## config.mk

```make
export PLATFORM = sky130hd
export DESIGN_NAME = mips_multicycle_ctrl
export DESIGN_NICKNAME = d
export VERILOG_FILES = /design/src/rtl/mips_multicycle_ctrl.sv
export SDC_FILE = /design/constraint.sdc
export NUM_CORES = 1
export LEC_CHECK = 0
export CORE_MARGIN = 2
export CORE_UTILIZATION = 46
export DETAILED_ROUTE_END_ITERATION = 12
export GPL_ROUTABILITY_DRIVEN = 0
export PLACE_DENSITY_LB_ADDON = 0.08
export SLEW_MARGIN = 10
export SYNTH_ARGS = -nofsm -noshare
export SYNTH_HDL_FRONTEND = slang
export SYNTH_SLANG_ARGS = --single-unit
```

## constraint.sdc

```tcl
create_clock -name clk -period 2.9 [get_ports clk]
set_input_delay 0.29 -clock clk [delete_from_list [all_inputs] [get_ports clk]]
set_output_delay 0.29 -clock clk [all_outputs]
set_load 0.05 [all_outputs]
```

## src/rtl/mips_multicycle_ctrl.sv

```systemverilog
// mips_multicycle_ctrl: multicycle MIPS control FSM with internal beq/bne resolution and memory-wait timeout
module mips_multicycle_ctrl #(
  parameter int MEM_WAIT_MAX = 15,
  parameter bit ENABLE_BNE   = 1'b1
) (
  input  logic       clk,
  input  logic       rst_n,
  input  logic [5:0] opcode,
  input  logic       zero,
  input  logic       mem_ready,
  output logic       pc_en,
  output logic [1:0] pc_source,
  output logic       ir_write,
  output logic       mem_read,
  output logic       mem_write,
  output logic       iord,
  output logic       reg_write,
  output logic       reg_dst,
  output logic       mem_to_reg,
  output logic       alu_src_a,
  output logic [1:0] alu_src_b,
  output logic [1:0] alu_op,
  output logic       instr_done,
  output logic       illegal_op,
  output logic       mem_timeout,
  output logic [3:0] state
);
  typedef enum logic [3:0] {
    IDLE = 4'd0, FETCH = 4'd1, DECODE = 4'd2, MEM_ADDR = 4'd3, MEM_READ = 4'd4,
    MEM_WB = 4'd5, MEM_WRITE = 4'd6, R_EXEC = 4'd7, R_WB = 4'd8, BRANCH = 4'd9,
    JUMP = 4'd10, ADDI_EXEC = 4'd11, ADDI_WB = 4'd12
  } state_t;
  localparam int CW = ($clog2(MEM_WAIT_MAX + 1) > 4) ? $clog2(MEM_WAIT_MAX + 1) : 4;
  localparam logic [5:0] OP_R = 6'b000000, OP_J = 6'b000010, OP_BEQ = 6'b000100,
    OP_BNE = 6'b000101, OP_ADDI = 6'b001000, OP_LW = 6'b100011, OP_SW = 6'b101011;
  state_t cur, nxt;
  logic [CW-1:0] cnt;
  logic is_bne, waiting, timeout;
  assign waiting = (cur == FETCH || cur == MEM_READ || cur == MEM_WRITE) && !mem_ready;
  assign timeout = (MEM_WAIT_MAX > 0) && waiting && (cnt == CW'(MEM_WAIT_MAX - 1));
  assign state = cur;
  always_ff @(posedge clk or negedge rst_n)
    if (!rst_n) begin
      cur <= IDLE;
      cnt <= '0;
      is_bne <= 1'b0;
    end else begin
      cur <= nxt;
      cnt <= (waiting && nxt == cur) ? cnt + 1'b1 : '0;
      if (cur == DECODE) is_bne <= ENABLE_BNE && (opcode == OP_BNE);
    end
  always_comb begin
    nxt = FETCH;
    pc_en = 1'b0;
    pc_source = 2'b00;
    ir_write = 1'b0;
    mem_read = 1'b0;
    mem_write = 1'b0;
    iord = 1'b0;
    reg_write = 1'b0;
    reg_dst = 1'b0;
    mem_to_reg = 1'b0;
    alu_src_a = 1'b0;
    alu_src_b = 2'b00;
    alu_op = 2'b00;
    instr_done = 1'b0;
    illegal_op = 1'b0;
    mem_timeout = timeout;
    case (cur)
      FETCH: begin
        mem_read = 1'b1;
        alu_src_b = 2'b01;
        ir_write = mem_ready;
        pc_en = mem_ready;
        nxt = mem_ready ? DECODE : timeout ? IDLE : FETCH;
      end
      DECODE: begin
        alu_src_b = 2'b11;
        case (opcode)
          OP_LW, OP_SW: nxt = MEM_ADDR;
          OP_R:         nxt = R_EXEC;
          OP_BEQ:       nxt = BRANCH;
          OP_BNE: begin
            nxt = ENABLE_BNE ? BRANCH : FETCH;
            illegal_op = !ENABLE_BNE;
          end
          OP_J:         nxt = JUMP;
          OP_ADDI:      nxt = ADDI_EXEC;
          default:      illegal_op = 1'b1;
        endcase
      end
      MEM_ADDR: begin
        alu_src_a = 1'b1;
        alu_src_b = 2'b10;
        nxt = (opcode == OP_LW) ? MEM_READ : MEM_WRITE;
      end
      MEM_READ: begin
        mem_read = 1'b1;
        iord = 1'b1;
        nxt = mem_ready ? MEM_WB : timeout ? IDLE : MEM_READ;
      end
      MEM_WB: begin
        reg_write = 1'b1;
        mem_to_reg = 1'b1;
        instr_done = 1'b1;
      end
      MEM_WRITE: begin
        mem_write = !timeout;
        iord = 1'b1;
        instr_done = mem_ready;
        nxt = mem_ready ? FETCH : timeout ? IDLE : MEM_WRITE;
      end
      R_EXEC: begin
        alu_src_a = 1'b1;
        alu_op = 2'b10;
        nxt = R_WB;
      end
      R_WB: begin
        reg_write = 1'b1;
        reg_dst = 1'b1;
        instr_done = 1'b1;
      end
      BRANCH: begin
        alu_src_a = 1'b1;
        alu_op = 2'b01;
        pc_source = 2'b01;
        pc_en = is_bne ? !zero : zero;
        instr_done = 1'b1;
      end
      JUMP: begin
        pc_source = 2'b10;
        pc_en = 1'b1;
        instr_done = 1'b1;
      end
      ADDI_EXEC: begin
        alu_src_a = 1'b1;
        alu_src_b = 2'b10;
        nxt = ADDI_WB;
      end
      ADDI_WB: begin
        reg_write = 1'b1;
        instr_done = 1'b1;
      end
      default: nxt = FETCH;
    endcase
  end
endmodule

```

==> results of run 1 <==
==> state kept, by name (all words and copies together) (netlist names) <==
| register | cells |
|---|---|
| is_bne | 1 |
| cnt | 4 |
| state | 4 |
==> area by class of cell <==
type,count,area [um2]
multi-input cells,85,539
fillers,136,533
repair buffers,34,333
flip-flops and latches,9,225
clock buffers,4,26.3
well taps,17,21.3
inverters,3,11.3
==> worst max-delay path, cell delays in order, from the launching register on <==
cell             delay [ps]
dfrtp_1                 490
nand2b_1                320
o21ai_0                 210
nor4b_4                 240
clkdlybuf4s50_1         840
==> per-layer routing <==
layer  routed length (um)  part of all wire [%]  vias to the layer above  global-route usage (%)
li1                     -                     -                      440                       -
met1                  931                    46                      398                    25.2
met2                  987                    48                       34                    39.2
met3                  120                   5.9                        0                    6.35
met4                    0                     0                        0                    4.00
met5                    0                     0                        -                       0
==> final timing paths <==
path | start | endpoint | slack, ps | cells after the start
max | state[1] | mem_timeout | 240 | 4
max in group asynchronous | rst_n | state[1] | 2310 | 1
max reg2reg | state[1] | cnt[2] | 1040 | 5
min in group clk | is_bne | is_bne | 510 | 2
min reg2reg | is_bne | is_bne | 510 | 2
min | rst_n | cnt[3] | 310 | 1
==> power groups by stage <==
stage          combinational [W]  clock (W)  sequential [W]
5_1_grt                  0.00106   0.000108        0.000230
3_3_place_gp            0.000981          0        0.000222
6_report                0.000987  0.0000971        0.000224
4_1_cts                 0.000992   0.000100        0.000224
2_1_floorplan           0.000669          0        0.000271
3_5_place_dp            0.000991          0        0.000225
==> kinds of logic after synthesis <==
group,Yosys count
xor gates and xnor gates,5
and+or+nand+nor,50
AOI/OAI and AO/OA,27
buffers and inverters,11
DFF,9
adders and majority gates,3
==> placed cells by master (no fill, tap or decap), drive strengths merged, types with 2 or more instances in the layout <==
master	count
xor2	2
a211oi	2
o211ai	2
a21oi	4
o21ai	5
ha	2
clkbuf	4
a211o	2
a21boi	2
inv	3
clkdlybuf4s50	29
nor3	8
nor4b	2
a31oi	2
buf	4
nand3	5
nor2b	2
nor3b	2
nand2	7
xnor2	3
nor2	13
o22ai	3
nand2b	6
dfrtp	9
==> per-stage QoR <==
stage	util, %	area (um2)	worst slack [ps]	total power, W	hold WS, ps
6_report	68.4	1160	244	0.00131	315
5_1_grt	68.4	1160	73.9	0.00140	341
4_1_cts	68.3	1150	199	0.00132	325
3_5_place_dp	66.7	1130	386	0.00122	502
3_3_place_gp	66.7	1130	428	0.00120	485
2_1_floorplan	-	822	154	0.000941	-5.59
==> run summary, run 1 <==
Run status
- finished clean — result of the run

Place
- 31 — count of port buffers added during placement
- 148 — post-placement cell count
- 1590 um — placed wire-length estimate after detailed placement

STA
- 91.6% — Final period util
- false — setup repair after global routing missed its margin
- 510 ps — pin slew with the least headroom to its limit
- 0 — Final setup viols
- 0.966 ps — Setup Skew
- 0 — max-slew violation count
- 0 ps — post-route setup TNS
- 65.9% — worst rel slew slack
- 2660 ps — minimum period implied by the final worst setup slack
- 376 MHz — highest clock frequency the design can meet
- 0 — Hold Violations, Final

Route
- 13.4 um — routed length per instance
- 0 — Antenna Violating Nets Remaining
- 2040 um — routed wire length
- 872 — detailed-route via count
- 5.74 — post-detailed-route via-to-cell ratio
- 4 — drt first pass iters
- 0 — DRC violations left
- 12 — number of DRC markers in iteration 0

Floorplan
- 1690 um2 — core region area
- 32 — IO Count
- 45.9 um — die outline height
- 45.9 um — Die Span X
- 2110 um2 — total die area
- 15 — number of rows in the core area
- 47.8% — starting utilization of the core area

Yosys
- dfrtp_1 — flip-flop cell with the highest count after synthesis
- 0 — number of synthesized flops with an enable pin
- simple AND/OR/NAND/NOR gates — largest family of logic cells by synthesized area
- nor2_1, dfrtp_1, nand2_1, nor3_1, nand2b_1 — top post-synthesis cells by count
- 39 — Distinct cells, synth
- dfrtp_1, nor2_1, nand2b_1 — most area-consuming cells after synthesis
- 0% — proportion of synthesized area in mux cells
- nor2_1 — most instantiated library cell after synthesis
- 117 — post-synth net total
- 32.7% — simple-gate share of the synthesized area
- 4.34% — adder-cell area share of the yosys netlist
- 22.5% — area fraction in compound gates after synthesis
- 105 — cell count after synthesis
- 27.9% — post-synth top area share
- 27.9% — share of the yosys chip area belonging to registers
- 100% — post-synthesis async set-or-reset flop share
- 807 um2 — cell area after technology mapping
- 7.69 um2 — mean cell area of the mapped netlist
- dfrtp_1 — cell type contributing the most total cell area after synthesis
- 5.43% — post-synthesis share of cell area spent on xor and xnor gates
- 9 — number of synthesized register bits
- 0 — number of warnings reported in the yosys synthesis log

Pwr
- 7.4% — clock network power share
- 57.6% — switching share of power
- 0.472 nW — Leak Pwr
- 0.000554 W — design internal power
- 0.694 mV — Worst VDD drop
- 75.5% — combinational share of power
- 17.1% — sequential share of power
- 1130 nW/um2 — power density of the placed cells
- 0.000754 W — switching power summed over all nets

Global route
- 0 — initial antenna violation count
- 0 — global route total overflow
- 3300 um — global-route wire length before repair
- 21.7% — overall global routing resource usage
- 794 — vias in the first global route
- 16 — pin count of the biggest net entering global routing

Cells and area
- 152 — non-filler instance count after layout
- 43.3% — Area Overhead vs Synth
- 6.67% — share of post-route cells with drive strength above 1
- 148 — count of nets after finishing
- 0 — total inserted antenna cells

CTS
- 1 — H-tree depth reported by CTS
- 3 — clock buffer count from CTS
- 0 — count of buffers added by post-CTS timing repair for setup
- built — CTS tree
- clkbuf_4 — Clock Root Buffer
- 9 — TritonCTS Sinks
- 0 — count of instances resized after the clock tree is built
- 260 ps — clock latency reported for the late side of the worst-skew pair
- 60 ps — CTS clock-pin slew for the worst setup and hold paths
- 0 — Post-CTS Hold Buffers
- 2 — Clock Path Buffers

Setup path
- reg2out — WS Path Type
- 2610 ps — data required time of the worst path
- 2370 ps — data arrival time at the worst-slack endpoint
- flop — startpoint kind of the worst setup timing path
- 10 — top fanout value on the critical path
- output pin — Worst Setup End Kind

Flow run
- 0 — Max-Cap Viols

Min path
- in2async — Hold WC Path Type

Power figures use the tool's default switching activity.
==> run 2: changes to the inputs <==
GPL_ROUTABILITY_DRIVEN = 1   (was 0)
==> results of run 2 <==
Final layout, timing and power as in run 1 (identical DEF).
==> run 3: changes to the inputs <==
CORE_UTILIZATION = 50   (was 46)
DONT_BUFFER_PORTS = 1   (was not set)
==> run summary, run 3 (synthesis gave the netlist of run 1 again) <==
STA
- 2390 ps — minimum period implied by the final worst setup slack
- 508 ps — crit path setup slack, layout
- 0 — Hold Violations, Final
- 4.96 ps — Setup Skew
- 0 ps — post-route setup TNS
- false — setup repair after global routing missed its margin
- 39.6% — worst rel slew slack
- 0 — Final setup viols
- 82.5% — Final period util
- 0 — max-slew violation count
- 418 MHz — highest clock frequency the design can meet
- 905 ps — pin slew with the least headroom to its limit

Global route
- 723 — vias in the first global route
- 21 — pin count of the biggest net entering global routing
- 0 — initial antenna violation count
- 20.5% — overall global routing resource usage
- 3010 um — global-route wire length before repair
- 0 — global route total overflow

CTS
- 1 — H-tree depth reported by CTS
- 70 ps — CTS clock-pin slew for the worst setup and hold paths
- 9 — TritonCTS Sinks
- 2 — Clock Path Buffers
- 0 — count of instances resized after the clock tree is built
- 0 — count of buffers added by post-CTS timing repair for setup
- clkbuf_4 — Clock Root Buffer
- built — CTS tree
- 260 ps — clock latency reported for the late side of the worst-skew pair
- 3 — clock buffer count from CTS

Pwr
- 0.732 mV — Worst VDD drop
- 1230 nW/um2 — power density of the placed cells
- 0.436 nW — Leak Pwr

Floorplan
- 1510 um2 — core region area
- 1950 um2 — total die area
- 44.2 um — Die Span X
- 53.6% — starting utilization of the core area
- 44.2 um — die outline height
- 14 — number of rows in the core area
- 32 — IO Count

Cells and area
- 988 um2 — post-route standard cell area excluding fillers
- buf_4 — leading cell type in the layout, fill and taps excluded
- 134 — count of nets after finishing
- 0 — total inserted antenna cells
- 133 — number of inserted filler cells in the final layout
- 137 — non-filler instance count after layout
- 65.6% — final core utilization
- buf_4, nor2_1, dfrtp_1 — top library cells by usage in the layout, fill and taps aside
- 23.1% — share of post-route cells with drive strength above 1
- 22.5% — Area Overhead vs Synth

Setup path
- 2610 ps — data required time of the worst path
- 16 — top fanout value on the critical path
- flop — startpoint kind of the worst setup timing path
- output pin — Worst Setup End Kind
- 2100 ps — data arrival time at the worst-slack endpoint
- reg2out — WS Path Type

Route
- 1900 um — routed wire length
- 120 um — met3 layer wire length in the routed design
- 6.08 — post-detailed-route via-to-cell ratio
- met4 — Top Metal Used
- 13.8 um — routed length per instance
- 901 um — WL met2
- 844 um — post-route met1 wirelength
- 0 — Antenna Violating Nets Remaining
- 4 — drt first pass iters
- 27 — number of DRC markers in iteration 0
- 0 — DRC violations left
- 833 — detailed-route via count

Place
- 830 ps — post-placement worst setup slack
- 1450 um — placed wire-length estimate after detailed placement
- 0 — count of port buffers added during placement
- 132 — post-placement cell count
- 951 um2 — placed cell area
- 0.879 — routability congestion estimate from global placement

Min path
- in2reg — Hold WC Path Type

Run status
- finished clean — result of the run

Flow run
- 0 — Max-Cap Viols

==> run 3: cell types whose count changed in the layout (fill, tap and decap cells not counted), sizes merged <==
cell,change
clkbuf,-1
dlygate4sd3,+1
clkdlybuf4s50,-29
buf,+15
clkinv,+1
dlymetal6s2s,-1
==> run 3: layer usage <==
| layer | vias up | GRT usage, % |
|---|---|---|
| met5 | - | 0 |
| met1 | 377 | 26.6 |
| met2 | 32 | 34.4 |
| li1 | 418 | - |
| met4 | 0 | 7.27 |
| met3 | 6 | 3.27 |
==> run 3: repair_timing <==
action | CTS | global route
setup endpoints to repair | 0 | 0
hold endpoints to repair | 9 | 0
hold buffers | 1 | 0
==> run 3: path summary, 6_finish.rpt <==
kind                            from        end  slack (ps)  cells past startpoint
max                         state[2]  mem_write         510                      5
max in group asynchronous      rst_n   state[0]        2230                      1
max reg2reg                 state[0]     cnt[2]         810                      4
min                        opcode[0]     is_bne         170                      2
min reg2reg                   cnt[0]     cnt[0]         500                      1
min in group asynchronous      rst_n     cnt[3]         380                      1
==> run 3: area by class of cell <==
| type | count | area (um2) | area share (%) |
|---|---|---|---|
| clock buffers | 3 | 22.5 | 2.28 |
| clock inverters | 1 | 5.00 | 0.506 |
| inverters | 3 | 11.3 | 1.14 |
| multi-input cells | 85 | 552 | 55.8 |
| flip-flops and latches | 9 | 225 | 22.8 |
| well taps | 16 | 20.0 | 2.03 |
| repair buffers | 20 | 153 | 15.4 |
==> run 3: per-stage QoR <==
| step | total power, W | hold slack, ps |
|---|---|---|
| 2_1_floorplan | 0.000941 | -5.59 |
| 3_3_place_gp | 0.00111 | -5.36 |
| 3_5_place_dp | 0.00112 | -5.38 |
| 4_1_cts | 0.00122 | 171 |
| 5_1_grt | 0.00129 | 197 |
| 6_report | 0.00122 | 173 |
==> run 3: power breakdown <==
group          switching, W  internal, W  leakage [nW]
combinational      0.000579     0.000262         0.298
sequential         0.000119     0.000159         0.120
clock             0.0000482    0.0000510        0.0177
==> run 3: worst max-delay path: stages (launching register included) <==
cell      delay [ps]
dfrtp_1          940
nand2b_1         240
o21ai_0          140
nor4b_4          250
nor3_1            70
buf_4            190
==> patch 1, RTL diff (config.mk and constraints of run 2) <==
Put a register stage on the output `mem_timeout`, with the module's reset. The value now appears one clock later. The other outputs are not delayed to match.
--- a/src/rtl/mips_multicycle_ctrl.sv
+++ b/src/rtl/mips_multicycle_ctrl.sv
@@ -33,6 +33,8 @@
   localparam int CW = ($clog2(MEM_WAIT_MAX + 1) > 4) ? $clog2(MEM_WAIT_MAX + 1) : 4;
   localparam logic [5:0] OP_R = 6'b000000, OP_J = 6'b000010, OP_BEQ = 6'b000100,
     OP_BNE = 6'b000101, OP_ADDI = 6'b001000, OP_LW = 6'b100011, OP_SW = 6'b101011;
+
+  logic mem_timeout_d;
   state_t cur, nxt;
   logic [CW-1:0] cnt;
   logic is_bne, waiting, timeout;
@@ -65,7 +67,7 @@
     alu_op = 2'b00;
     instr_done = 1'b0;
     illegal_op = 1'b0;
-    mem_timeout = timeout;
+    mem_timeout_d = timeout;
     case (cur)
       FETCH: begin
         mem_read = 1'b1;
@@ -144,5 +146,13 @@
       default: nxt = FETCH;
     endcase
   end
+  always_ff @(posedge clk or negedge rst_n) begin
+    if (!rst_n) begin
+      mem_timeout <= '0;
+    end else begin
+      mem_timeout <= mem_timeout_d;
+    end
+  end
+
 endmodule
 
Behaviour: same outputs for any inputs over 10 cycles, from zero or initial values and one cycle with rst_n low; that may be too few to reach the edited logic, so the function may still have changed.
==> patch 1 against run 2 <==
- sequential power is 17% higher
- design area is 6.1% higher
- wire length is 10% higher
- sequential cell count is 1 higher
- critical path depth stayed put
- area after synthesis is 9.6% higher
- via count is 6.1% higher
- power is 4.2% higher
- setup slack better by 0.051 ns
- register-to-register slack worse by 0.11 ns
==> patch 1: results <==
export IMPL_switching_share_pct=56.6
export IMPL_synth_cell_types=43
export IMPL_first_global_vias=835
export IMPL_drive_gt1_share_pct=9.42
export IMPL_outcome="finished, final reports clean"
export IMPL_grtUsageTotal_pct=22.8
export IMPL_synth_nets=122
export IMPL_synth_area_leaders="dfrtp_1 (28%), nor2_1 (6.8%), xnor2_1 (4.0%), nand2_1 (3.8%), o41ai_4 (3.1%)"
export IMPL_vias=925
export IMPL_grt_pass1_wl_um=3660
export IMPL_final_nets=152
export IMPL_p_leak_nw=0.515
export IMPL_r2r_slack_ns=0.93
export IMPL_wl_met3_um=159
export IMPL_grtUsageMet3_pct=7.92
export IMPL_synth_xor_area_share_pct=4.95
export IMPL_route_met2_wl_um=1050
export IMPL_gr_usage_met1_pct=31.1
export IMPL_routed_top_layer="met4"
export IMPL_routedWlPerCell_um=13.8
export IMPL_gp_congestion=0.819
export IMPL_skew_ns=0.00389
export IMPL_synth_compound_area_share_pct=24.9
export IMPL_wl_met1_um=1030
export IMPL_arrival_ns=2.32
export IMPL_use_met2_pct=36.5
export IMPL_synth_fa_ha_area_share_pct=3.96
export IMPL_dp_final_hpwl_um=1650
export IMPL_seq_area_frac_synth_pct=28.3
export IMPL_tightest_slew_ns=0.505
export IMPL_critPathCapture="pc_en"
-- patch 1: cell count changes after synthesis, sizes merged, moves of 2 or more --
cell	change
nand2	+2
or2b	+2
buf	+2
nor3	-3
and2	+3
nand2b	-2
o21ai	-2
o31ai	+2
inv	+2
a211o	-2
nor2	+3
o22ai	-2
a221o	+2
a21oi	-2
-- patch 1: kinds of logic after synthesis --
logic type / Yosys count
XOR/XNOR: 5
adder cells (fa/ha/maj): 3
AND/OR/NAND/NOR: 52
AO/OA/AOI/OAI: 26
flip-flops: 10
buffers and inverters: 14
-- patch 1: power groups by stage --
stage	combinational (mW)	sequential [mW]	clock [mW]
floorplan	0.693	0.288	0
global placement	1.00	0.264	0
detailed placement	1.01	0.265	0
CTS	1.01	0.263	0.0953
global route	1.08	0.273	0.106
finish	1.01	0.262	0.0935
-- patch 1: layout make-up --
| cell class | count | area [um^2] |
|---|---|---|
| clock buffer | 3 | 22.5 |
| fill | 165 | 538 |
| sequential | 10 | 250 |
| timing repair buffer | 34 | 330 |
| inverter | 5 | 18.8 |
| multi-input combinational | 86 | 573 |
| tap | 25 | 31.3 |
-- patch 1: stage by stage --
stage          hold WS, ns  setup WS, ns  utilization, %  total power [mW]  instances
6_report             0.339         0.295            69.5              1.36        163
5_1_grt              0.372         0.189            69.5              1.45        163
4_1_cts              0.354         0.280            69.5              1.37        163
3_5_place_dp         0.518         0.576            68.2              1.27        160
3_3_place_gp         0.498         0.602            68.2              1.27        160
2_1_floorplan     -0.00559         0.233               -             0.981        110
-- patch 1: critical path: cells and delay by family (launching register included) --
family          cells  cell delay [ns]
simple gates        1             0.34
compound gates      2             0.37
flops               1             0.52
buf+inv             1             0.83
==> patch 2, RTL diff (settings of run 2) <==
Without the edit above. Set the parameter `ENABLE_BNE` to 1'b0 (it was 1'b1).
--- a/src/rtl/mips_multicycle_ctrl.sv
+++ b/src/rtl/mips_multicycle_ctrl.sv
@@ -1,7 +1,7 @@
 // mips_multicycle_ctrl: multicycle MIPS control FSM with internal beq/bne resolution and memory-wait timeout
 module mips_multicycle_ctrl #(
   parameter int MEM_WAIT_MAX = 15,
-  parameter bit ENABLE_BNE   = 1'b1
+  parameter bit ENABLE_BNE   = 1'b0
 ) (
   input  logic       clk,
   input  logic       rst_n,
Behaviour: not the same (Yosys sat finds a counterexample within 4 cycles, from zero or initial values and one cycle with rst_n low).
==> patch 2 against run 2 <==
- sequential cell count decreased by 1
- first-iteration DRC count unchanged
- area after synthesis grew 7.4%
- via count is 0.34% higher
- power is 1.1% higher
- wire length grew 2.2%
- design area is 4.8% higher
- register-to-register slack got worse by 0.03 ns
- clock power shrank 7.1%
- count of clock-buffer cells in the layout shrank 1
- setup slack got worse by 0.074 ns
==> patch 2: results <==
export IMPL_power_density_mw_per_mm2=1090
export IMPL_dp_final_hpwl_um=1600
export IMPL_peakVddDrop_uv=1110
export IMPL_critPathCapture="mem_write"
export IMPL_critical_path_max_fanout=20
export IMPL_skew_ns=0.00231
export IMPL_grt_max_degree=21
export IMPL_crit_slowest_cell="clkdlybuf4s50_1"
export IMPL_final_cells=155
export IMPL_cts_made_buffers=3
export IMPL_drive_gt1_share_pct=13.8
export IMPL_avgSynthCellArea_um2=8.67
export IMPL_tightest_slew_ns=0.549
export IMPL_holdWs_ns=0.301
export IMPL_synth_area_leaders="dfrtp_1 (23%), nand2b_1 (4.3%), nor2_1 (3.9%), a2111oi_1 (3.5%), o21a_1 (3.5%)"
export IMPL_fillers=157
export IMPL_final_nets=144
export IMPL_firstDrtPassIters=4
export IMPL_cts_buffer_depth=2
export IMPL_first_global_vias=684
export IMPL_wl_um=2080
export IMPL_outcome="finished, final reports clean"
export IMPL_switching_share_pct=57.9
export IMPL_cp_slowest_stage_delay_ns=0.81
export IMPL_yosys_top_cells_count="nor2_1 (9), dfrtp_1 (8), nand2b_1 (6), inv_1 (5)"
export IMPL_vias=875
export IMPL_arrival_ns=2.44
export IMPL_clock_latency_ns=0.26
export IMPL_portBuffers=31
export IMPL_gp_congestion=0.848
export IMPL_synth_nets=112
export IMPL_seq_area_frac_synth_pct=23.1
export IMPL_crit_start="state[2]"
export IMPL_cts_resized=0
export IMPL_grt_pass1_wl_um=3210
export IMPL_reg2reg_depth=3
export IMPL_synth_yosys_warnings=0
export IMPL_p_leak_nw=0.469
export IMPL_dp_cells=152
export IMPL_grtUsageTotal_pct=20.6
export IMPL_r2r_slack_ns=1.01
export IMPL_reg2reg_to="cnt[0]"
export IMPL_root_buffer="clkbuf_4"
export IMPL_synth_cell_types=45
export IMPL_ys_async_sr_fraction_pct=100
patch 2: cell families (layout without fill, tap and decap cells):
group | count (synthesis) | count (layout) | synth area share (%)
and+or+nand+nor | 40 | 40 | 28.9
AOI/OAI and AO/OA | 34 | 34 | 34.6
buffers and inverters | 12 | 42 | 6.49
DFF | 8 | 8 | 23.1
xor gates and xnor gates | 4 | 4 | 4.04
adders and majority gates | 2 | 2 | 2.89
patch 2: final cells by class:
cell class / count / area [um^2] / area share (%)
clock buffer: 3 / 22.5 / 1.86
inverter: 5 / 18.8 / 1.55
multi-input combinational: 80 / 611 / 50.4
sequential: 8 / 200 / 16.5
tap: 25 / 31.3 / 2.58
timing repair buffer: 34 / 328 / 27.1
patch 2: per-stage QoR:
stage / worst slack [ns] / utilization [%] / cell area [um^2] / total power, mW
after CTS: 0.168 / 69.4 / 1210 / 1.33
after detailed placement: 0.437 / 68.1 / 1190 / 1.24
after floorplan: 0.0165 / - / 867 / 0.948
after global placement: 0.463 / 68.1 / 1190 / 1.24
after global routing: 0.0437 / 69.4 / 1210 / 1.40
final: 0.169 / 69.4 / 1210 / 1.32
patch 2: routing by layer:
layer / global-route usage (%) / routed length [um] / vias to the layer above
met2: 30.8 / 985 / 19
met4: 11.1 / 43 / 0
met1: 27.8 / 965 / 410
met3: 4.15 / 89 / 5
li1: - / - / 441
met5: 0 / 0 / -
patch 2: power groups by stage:
stage / logic (mW) / clock network [mW] / registers (mW)
floorplan: 0.697 / 0 / 0.251
global placement: 1.01 / 0 / 0.230
detailed placement: 1.01 / 0 / 0.229
CTS: 1.01 / 0.0926 / 0.228
global route: 1.06 / 0.0955 / 0.244
finish: 1.00 / 0.0902 / 0.231
